<file path="src/rtl/core_pkg.sv">
// ---------------------------------------------------------------------------
// core_pkg
// Shared types and constants for the 5-stage core's pipeline control.
//   hz_state_t      : hazard controller FSM states (encoding is visible on the
//                     hz_state debug port, so the values are fixed)
//   RESULT_SRC_LOAD : ex_result_src value that selects load data
//   REG_ZERO        : architectural x0, which never carries a dependency
// ---------------------------------------------------------------------------
package core_pkg;

  typedef enum logic [1:0] {
    RUN        = 2'd0,
    LOAD_STALL = 2'd1,
    MC_BUSY    = 2'd2,
    REDIRECT   = 2'd3
  } hz_state_t;

  localparam logic [1:0] RESULT_SRC_LOAD = 2'b01;
  localparam logic [4:0] REG_ZERO        = 5'd0;

endpackage

</file>
<file path="src/rtl/hazard_ctrl.sv">
// ---------------------------------------------------------------------------
// hazard_ctrl
// Pipeline sequencing controller that sits beside the execute stage. It
// produces stall / flush / bubble controls for load-use hazards, taken
// control-flow redirects and multi-cycle execute operations, and keeps a
// saturating count of stalled fetch cycles.
//
// Parameters
//   LOAD_BUBBLES : bubbles after a load (1..3); load data forwards from WB only
//   IMEM_LATENCY : extra cycles flush_id stays high after a redirect (0..3)
//   CNT_W        : width of the stall_cycles performance counter
//
// Ports
//   clk, rst_n                 : core clock, asynchronous active-low reset
//   id_rs1/id_rs2              : decode-stage source registers
//   id_uses_rs1/id_uses_rs2    : decode instruction actually reads rs1/rs2
//   ex_rd                      : execute-stage destination register
//   ex_regfile_wr_enable       : execute instruction writes the regfile
//   ex_result_src              : execute result select (2'b01 = load)
//   ex_pc_src                  : execute-stage branch/jump taken
//   ex_mc_start / ex_mc_done   : multi-cycle op first cycle / result valid
//   stall_if/stall_id/stall_ex : hold PC / IF-ID / ID-EX and EX outputs
//   flush_id / flush_ex        : clear IF-ID / insert bubble into ID-EX
//   hz_state                   : current FSM state (debug)
//   stall_cycles               : saturating count of cycles with stall_if=1
// ---------------------------------------------------------------------------
module hazard_ctrl
  import core_pkg::*;
#(
  parameter int LOAD_BUBBLES = 2,
  parameter int IMEM_LATENCY = 1,
  parameter int CNT_W        = 32
) (
  input  logic             clk,
  input  logic             rst_n,
  input  logic [4:0]       id_rs1,
  input  logic [4:0]       id_rs2,
  input  logic             id_uses_rs1,
  input  logic             id_uses_rs2,
  input  logic [4:0]       ex_rd,
  input  logic             ex_regfile_wr_enable,
  input  logic [1:0]       ex_result_src,
  input  logic             ex_pc_src,
  input  logic             ex_mc_start,
  input  logic             ex_mc_done,
  output logic             stall_if,
  output logic             stall_id,
  output logic             stall_ex,
  output logic             flush_id,
  output logic             flush_ex,
  output logic [1:0]       hz_state,
  output logic [CNT_W-1:0] stall_cycles
);

  // Reload values for the two down-counters. The first load bubble is issued
  // from RUN, so LOAD_STALL only has to cover the remaining ones.
  localparam logic [1:0] BUB_INIT = 2'(LOAD_BUBBLES - 1);
  localparam logic [1:0] RDR_INIT = 2'(IMEM_LATENCY);

  hz_state_t        state_q, state_d;
  logic [1:0]       bub_cnt_q, bub_cnt_d;
  logic [1:0]       rdr_cnt_q, rdr_cnt_d;
  logic [CNT_W-1:0] stall_cycles_q;

  logic load_use;
  logic sif_c, sid_c, sex_c, fid_c, fex_c;

  // Load-use hazard: a load in EX whose destination is read by the decode
  // instruction. x0 is hard-wired to zero, so it never creates a dependency.
  assign load_use = (ex_result_src == RESULT_SRC_LOAD) && ex_regfile_wr_enable &&
                    (ex_rd != REG_ZERO) &&
                    ((id_uses_rs1 && (id_rs1 == ex_rd)) ||
                     (id_uses_rs2 && (id_rs2 == ex_rd)));

  // NOTE: every signal written here gets a default first, so no path through
  // the case statement leaves one unassigned and no latch is inferred.
  always_comb begin
    state_d   = state_q;
    bub_cnt_d = bub_cnt_q;
    rdr_cnt_d = rdr_cnt_q;
    sif_c     = 1'b0;
    sid_c     = 1'b0;
    sex_c     = 1'b0;
    fid_c     = 1'b0;
    fex_c     = 1'b0;

    unique case (state_q)
      RUN: begin
        // Priority: redirect > multi-cycle op > load-use.
        if (ex_pc_src) begin
          fid_c = 1'b1;
          fex_c = 1'b1;
          if (IMEM_LATENCY > 0) begin
            state_d   = REDIRECT;
            rdr_cnt_d = RDR_INIT;
          end
        end else if (ex_mc_start) begin
          // A multi-cycle op that finishes in its first cycle needs no stall.
          if (!ex_mc_done) begin
            sif_c   = 1'b1;
            sid_c   = 1'b1;
            sex_c   = 1'b1;
            state_d = MC_BUSY;
          end
        end else if (load_use) begin
          sif_c = 1'b1;
          sid_c = 1'b1;
          fex_c = 1'b1;
          if (LOAD_BUBBLES > 1) begin
            state_d   = LOAD_STALL;
            bub_cnt_d = BUB_INIT;
          end
        end
      end

      LOAD_STALL: begin
        // EX holds a bubble, so redirects and multi-cycle starts cannot
        // originate here; those inputs are deliberately ignored.
        sif_c = 1'b1;
        sid_c = 1'b1;
        fex_c = 1'b1;
        if (bub_cnt_q <= 2'd1) begin
          state_d   = RUN;
          bub_cnt_d = 2'd0;
        end else begin
          bub_cnt_d = bub_cnt_q - 2'd1;
        end
      end

      MC_BUSY: begin
        // The decode instruction is re-checked for load-use back in RUN.
        if (ex_mc_done) begin
          state_d = RUN;
        end else begin
          sif_c = 1'b1;
          sid_c = 1'b1;
          sex_c = 1'b1;
        end
      end

      REDIRECT: begin
        fid_c = 1'b1;
        if (ex_pc_src) begin
          // Not expected from a legal pipeline; treated as a fresh redirect.
          fex_c     = 1'b1;
          rdr_cnt_d = RDR_INIT;
        end else if (rdr_cnt_q <= 2'd1) begin
          state_d   = RUN;
          rdr_cnt_d = 2'd0;
        end else begin
          rdr_cnt_d = rdr_cnt_q - 2'd1;
        end
      end

      default: state_d = RUN;
    endcase
  end

  // Controls are combinational from inputs too, so gating with rst_n is what
  // keeps them at zero for the whole time reset is asserted.
  assign stall_if = rst_n & sif_c;
  assign stall_id = rst_n & sid_c;
  assign stall_ex = rst_n & sex_c;
  assign flush_id = rst_n & fid_c;
  assign flush_ex = rst_n & fex_c;

  // NOTE: sequential state uses non-blocking assignments so every register
  // samples the pre-edge values regardless of statement order.
  always_ff @(posedge clk or negedge rst_n) begin
    if (!rst_n) begin
      state_q   <= RUN;
      bub_cnt_q <= 2'd0;
      rdr_cnt_q <= 2'd0;
    end else begin
      state_q   <= state_d;
      bub_cnt_q <= bub_cnt_d;
      rdr_cnt_q <= rdr_cnt_d;
    end
  end

  // Saturating stall counter: holds at all-ones rather than wrapping.
  always_ff @(posedge clk or negedge rst_n) begin
    if (!rst_n) begin
      stall_cycles_q <= '0;
    end else if (stall_if && (stall_cycles_q != {CNT_W{1'b1}})) begin
      stall_cycles_q <= stall_cycles_q + 1'b1;
    end
  end

  assign hz_state     = state_q;
  assign stall_cycles = stall_cycles_q;

endmodule

</file>
<file path="config.mk">
export PLATFORM = sky130hd
export DESIGN_NAME = hazard_ctrl
export DESIGN_NICKNAME = d
export VERILOG_FILES = /design/src/rtl/core_pkg.sv /design/src/rtl/hazard_ctrl.sv
export SDC_FILE = /design/constraint.sdc
export NUM_CORES = 1
export LEC_CHECK = 0
export ABC_AREA = 1
export CAP_MARGIN = 40
export CORE_MARGIN = 2
export CORE_UTILIZATION = 35
export CTS_CLUSTER_SIZE = 24
export DETAILED_ROUTE_END_ITERATION = 6
export DONT_BUFFER_PORTS = 1
export HOLD_SLACK_MARGIN = 0.08
export PLACE_DENSITY_LB_ADDON = 0.08
export SLEW_MARGIN = 25
export SYNTH_ARGS = -nofsm -noshare
export SYNTH_HDL_FRONTEND = slang
export SYNTH_SLANG_ARGS = --single-unit
</file>
<file path="constraint.sdc">
create_clock -name clk -period 2.4 [get_ports clk]
set_clock_uncertainty 0.05 [all_clocks]
set_input_delay 0.48 -clock clk [delete_from_list [all_inputs] [get_ports clk]]
set_output_delay 0.48 -clock clk [all_outputs]
set_load 0.01 [all_outputs]
</file>
==> results.txt, run 1 <==
Max cap viols -> 0
FF-to-FF path depth -> 9
Maximum fanout along the worst path -> 6
Maximum VDD drop -> 0.226 mV
Area Overhead vs Synth -> 10.3%
CP Launch Type -> flop
Vias in the first global route -> 2757
Cells after Synth -> 463
Post-Place Worst Slack -> 234 ps
DP Area -> 3120 sq um
Routed vias -> 2878
Commonest non-fill, non-tap cells in the layout -> nand2_1, inv_1, nor2_1, nand4_1, dfrtp_1
Worst-path cell chain -> inv_1 > ha_4 > nand3_1 > o21ai_2 > nor2_1 > nand2_2 > nand2_1 > nor2_4
Clock buffer count from CTS -> 5
CP required -> 1870 ps
Drt drc -> 0
Fin nets -> 501
Hold path start -> ex_pc_src
WHS Path Cells -> 3
Power per cell area -> 650 nW/um^2
HPWL after DPL -> 6080 um
Total power -> 2130 uW
Top Ports -> 64
Detail Route Antenna Nets -> 0
CP delay by family, top -> simple AND/OR/NAND/NOR gates
Initial antenna violation count -> 0
Slowest CP cell -> dfrtp_1
GRT Total Usage -> 0.188
RSZ-0062 raised after global routing -> false
Fin crit period -> 2250 ps
Buf+Inv Stages, Crit Path -> 1
Post-synthesis cell area -> 2970 sq um
Seq/Total Area, Yosys -> 0.320
Die area -> 9250 sq um
Die Y -> 96.2 um
CP Class -> reg -> out
DR pass1 iterations -> 4
Slew headroom -> 0.699
Setup bufs post-CTS -> 0
Mean Syn Cell Area -> 6.42 sq um
Setup TNS -> 0 ps
Ant. Diodes -> 0
Final setup vio count -> 0
Clock buffer depth -> 2
CP Capture Type -> output pin
GRT overflow -> 0
Num rows -> 33
Final wirelength -> 7920 um
Initial Util -> 0.362
Die width -> 96.2 um
Fin. max-slew vios -> 0
Commonest non-fill, non-tap cell in the layout -> nand2_1
Ys Warns -> 0
CTS root buf -> clkbuf_8
Critical Path Max Stage Delay -> 380 ps
Worst skew pair latency -> 300 ps
Final GP Congestion -> 0.854
Yosys cell types -> 31
Syn nets -> 494
FF-to-FF Start -> stall_cycles[0]$_DFFE_PN0P_
Synthesized flop and latch total -> 38
Wire per inst -> 13.8 um
Worst Hold End -> rdr_cnt_q[1]$_DFFE_PN0P_
CTS H-tree depth -> 2
Post-route setup slack -> 154 ps
Area of the core -> 8220 sq um
Critical R2R Capture -> stall_cycles[0]$_DFFE_PN0P_
Lkg Pwr -> 0.00163 uW
Clock sinks -> 38
First-pass GRT wire length -> 13600 um
Vias per cell -> 5.00
Data arrival, critical path -> 1720 ps
Final worst path period share -> 0.936
Post-route design area -> 3280 sq um
Layout cells sized above 1 -> 0.0998
Fmax -> 445 MHz
Pin slew with the least headroom to its limit -> 451 ps
Pin count of the biggest net entering global routing -> 39
Status -> completed
DRT iter0 DRCs -> 180
Final Hold Violating Endpoints -> 0
Clk pin slew, worst setup/hold paths -> 80 ps
CTS tree -> built
R2R setup slack -> 330 ps
Hold WC Path Type -> in -> reg
Quantity of I/O buffers inserted on ports -> 0
layout make-up:
type / count / area, sq um
fillers: 849 / 4940
clock buffers: 5 / 68.8
well taps: 105 / 131
clock inverters: 3 / 40.0
multi-input cells: 352 / 1750
inverters: 60 / 225
repair buffers: 13 / 113
flip-flops and latches: 38 / 951
where the power goes:
| part | leakage [uW] | total (uW) | internal (uW) | switching, uW |
|---|---|---|---|---|
| clock | 0.0000579 | 557 | 306 | 250 |
| combinational | 0.00106 | 799 | 258 | 541 |
| sequential | 0.000518 | 774 | 711 | 63.3 |
| total | 0.00163 | 2130 | 1280 | 855 |
through the flow:
stage                      util  hold slack (ps)  instances
after floorplan               -              134        463
after global placement    0.379              136        566
after detailed placement  0.379              136        566
after CTS                 0.397              344        576
after global routing      0.399              364        576
final                     0.399              354        576
synth_stat cells:
cell,number,area share
nand2_1,168,0.21
inv_1,55,0.069
nor2_1,53,0.067
dfrtp_1,38,0.32
nand4_1,38,0.080
nand3_1,24,0.040
nor3_1,9,0.015
xor2_1,9,0.027
buf_2,7,0.012
nor2_2,7,0.015
o21ai_0,7,0.012
ha_1,6,0.025
inv_2,5,0.0063
nand2_2,5,0.011
a21oi_1,4,0.0067
nand3b_1,4,0.010
xnor2_1,4,0.012
nor2_4,3,0.011
buf_1,2,0.0025
buf_6,2,0.0076
nand3_2,2,0.0067
o21a_1,2,0.0050
a211oi_1,1,0.0025
and3_1,1,0.0021
buf_4,1,0.0025
clkbuf_1,1,0.0013
nand4_2,1,0.0042
nand4_4,1,0.0072
nor4_1,1,0.0021
o2111ai_1,1,0.0029
o211ai_1,1,0.0025
metal layers:
metal	vias up	routed length (um)	track usage
met1	1311	3850	0.259
li1	1486	-	-
met4	0	61	0.0464
met3	5	485	0.0517
met5	-	0	0
met2	76	3530	0.290
tightest hold or removal path, delay by kind of cell:
family | cells | cell delay, ps
AO/OA/AOI/OAI | 1 | 60
buffers and inverters | 1 | 60
AND/OR/NAND/NOR | 1 | 70
what timing repair did:
item                                    CTS  global route
cloned                                    0             0
endpoints found under the hold margin    38             0
gates resized for setup                   2             3
pin swaps                                 0             0
endpoints found under the setup margin    2             2
hold buffers                              2             0
logic make-up after synthesis:
| group | after synthesis | share of synthesized area |
|---|---|---|
| buf+inv | 73 | 0.101 |
| xor+xnor | 13 | 0.0383 |
| flops | 38 | 0.320 |
| simple gates | 317 | 0.484 |
| fa+ha+maj | 6 | 0.0253 |
| compound gates | 16 | 0.0316 |
worst max-delay path by stage:
stage,startpoint,endpoint,slack (ps),cells past startpoint
after detailed placement,hz_state[0]$_DFFE_PN0P_,stall_if,230,8
after global routing,hz_state[0]$_DFFE_PN0P_,stall_if,20,8
after floorplan,hz_state[0]$_DFFE_PN0P_,stall_if,60,10
after CTS,hz_state[0]$_DFFE_PN0P_,stall_if,6,8
after global placement,hz_state[0]$_DFFE_PN0P_,stall_if,240,8
final,hz_state[0]$_DFFE_PN0P_,stall_if,150,8
flip-flops by register name (all words and copies together) (netlist names):
register	flops
stall_cycles	32
bub_cnt_q	2
hz_state	2
rdr_cnt_q	2
Power figures use the tool's default switching activity.
==> run 2, diff against run 1 <==
==> constraint.sdc (replaced) <==
create_clock -name clk -period 2.8 [get_ports clk]
set_clock_uncertainty 0.05 [all_clocks]
set_input_delay 0.56 -clock clk [delete_from_list [all_inputs] [get_ports clk]]
set_output_delay 0.56 -clock clk [all_outputs]
set_load 0.01 [all_outputs]
==> run 2 against run 1 <==
  * Via count shrank 0.56%
  * Final cell count shrank 0.87%
  * Critical path depth grew 1
  * Flip-flop and latch count is the same
  * Design area shrank 2.4%
  * Core utilization shrank 0.96 points
  * Clock-buffer cell count grew 2
  * Worst hold slack gained 82 ps
  * Non-clock buffer count shrank 5
  * Sequential share of layout area grew 0.71 points
  * Highest routed layer unchanged
==> results.txt, run 2 (same netlist as run 1, synthesis figures left out) <==
Hold path start -> ex_pc_src
Vias in the first global route -> 2921 (+5.9%)
Data arrival, critical path -> 1920 ps (+200 ps)
Final wirelength -> 8010 um (+1.1%)
Status -> completed
Register area -> 951 sq um (unchanged)
Max cap viols -> 0 (unchanged)
Fin. max-slew vios -> 0 (unchanged)
Multi-input logic area -> 1730 sq um (-1.4%)
Quantity of I/O buffers inserted on ports -> 0 (unchanged)
FF-to-FF path depth -> 9 (unchanged)
Clock sinks -> 38 (unchanged)
Cell Int Power -> 997 uW (-22%)
CP required -> 2190 ps (+320 ps)
Wire per inst -> 14.0 um (+2.0%)
Layout Cells excl Fill -> 571 (-0.87%)
Power per cell area -> 536 nW/um^2 (-18%)
R2R setup slack -> 590 ps (+260 ps)
Switching share of power -> 0.419 (+0.0175)
Initial antenna violation count -> 0 (unchanged)
Inst Count DP -> 561 (-0.88%)
Post-route design area -> 3200 sq um (-2.4%)
Fin crit period -> 2530 ps
Total power -> 1710 uW (-20%)
Initial Util -> 0.362 (unchanged)
Net Sw Power -> 718 uW (-16%)
Hold WC Path Type -> in -> reg
Worst Hold End -> rdr_cnt_q[1]$_DFFE_PN0P_
Setup bufs post-CTS -> 0 (unchanged)
CP Class -> reg -> out
DP Area -> 3080 sq um (-1.3%)
RSZ-0062 raised after global routing -> false
Area of the core -> 8220 sq um (unchanged)
CTS root buf -> clkbuf_8
Fin nets -> 496 (-1.0%)
Clk pin slew, worst setup/hold paths -> 80 ps (about the same)
Routed vias -> 2862 (-0.56%)
Post-Place Worst Slack -> 541 ps (+307 ps)
WHS Path Cells -> 3 (unchanged)
Final worst path period share -> 0.903
Num rows -> 33 (unchanged)
Setup TNS -> 0 ps (unchanged)
Maximum VDD drop -> 0.310 mV (+37%)
Die Y -> 96.2 um (unchanged)
Commonest non-fill, non-tap cell in the layout -> nand2_1
First-pass GRT wire length -> 13800 um (+1.3%)
GRT overflow -> 0 (unchanged)
Die width -> 96.2 um (unchanged)
Area Overhead vs Synth -> 7.62%
Clk network pwr share -> 0.239 (-0.022)
Final GP Congestion -> 0.900 (+5.3%)
Final Hold Violating Endpoints -> 0 (unchanged)
Detail Route Antenna Nets -> 0 (unchanged)
Vias per cell -> 5.01 (+0.31%)
Combinational power share -> 0.354 (-0.021)
Worst skew pair latency -> 300 ps (about the same)
Layout filler cell count -> 898 (+5.8%)
CTS H-tree depth -> 2 (unchanged)
Final setup vio count -> 0 (unchanged)
HPWL after DPL -> 5940 um (-2.4%)
Commonest non-fill, non-tap cells in the layout -> nand2_1, inv_1, nor2_1, nand4_1, dfrtp_1
Layout cells sized above 1 -> 0.0815 (-0.0182)
Max reg flops -> 32 (unchanged)
CP Capture Type -> output pin
Clock buffer count from CTS -> 5 (unchanged)
Maximum fanout along the worst path -> 6 (unchanged)
Drt drc -> 0 (unchanged)
Slew headroom -> 0.663 (-0.0360)
CP Launch Point -> hz_state[0]$_DFFE_PN0P_
Clock buffer depth -> 2 (unchanged)
Pin count of the biggest net entering global routing -> 39 (unchanged)
DRT iter0 DRCs -> 112 (-38%)
Top Ports -> 64 (unchanged)
DR pass1 iterations -> 4 (unchanged)
Ant. Diodes -> 0 (unchanged)
CTS tree -> built
Critical R2R Capture -> stall_cycles[13]$_DFFE_PN0P_
Fmax -> 396 MHz
Flop pwr share -> 0.407 (+0.044)
GRT Total Usage -> 0.190 (+0.00226)
Pin slew with the least headroom to its limit -> 505 ps (+54.0 ps)
Post-route setup slack -> 273 ps (+118 ps)
Lkg Pwr -> 0.00159 uW (-2.4%)
Die area -> 9250 sq um (unchanged)
CP Launch Type -> flop
FF-to-FF Start -> stall_cycles[0]$_DFFE_PN0P_
run 2: critical path, stage by stage (launching register included):
cell and delay, ps:
dfrtp_1 470, inv_1 140, ha_1 250, nand3_1 120
o21ai_1 160, nor2_1 70, nand2_2 100, nand2_1 60
nor2_1 90, buf_4 150
run 2: what timing repair did:
action	in CTS	in global routing
endpoints found under the hold margin	38	0
endpoints found under the setup margin	0	2
resized for setup	0	1
hold buffers	2	0
run 2: how the worst max path moves through the flow:
stage	to	slack [ps]
after CTS	stall_if	200
after global routing	stall_if	50
after global placement	stall_cycles[12]$_DFFE_PN0P_	580
after floorplan	stall_if	320
after detailed placement	stall_if	540
final	stall_if	270
run 2: final cells by class:
| type | count | share of cell area |
|---|---|---|
| inverter | 60 | 0.0704 |
| clock inverter | 1 | 0.00156 |
| clock buffer | 7 | 0.0270 |
| multi-input combinational | 352 | 0.539 |
| tap | 105 | 0.0411 |
| sequential | 38 | 0.297 |
| timing repair buffer | 8 | 0.0235 |
run 2: stage by stage:
step / hold slack, ps / util
after floorplan: 214 / -
after global routing: 459 / 0.389
after detailed placement: 215 / 0.375
after global placement: 216 / 0.375
after CTS: 427 / 0.389
final: 436 / 0.389
run 2: power by group through the flow:
stage	Combinational [uW]	Sequential, uW	Clock [uW]
3_3_place_gp	591	705	0
5_1_grt	696	710	453
6_report	607	697	410
2_1_floorplan	483	693	0
4_1_cts	616	698	425
3_5_place_dp	596	709	0
run 2: per-layer routing:
metal,track usage,wire [um],vias to the layer above
met4,0.0524,96,0
met2,0.305,3600,50
li1,-,-,1480
met3,0.0446,404,10
met1,0.255,3910,1322
met5,0,0,-
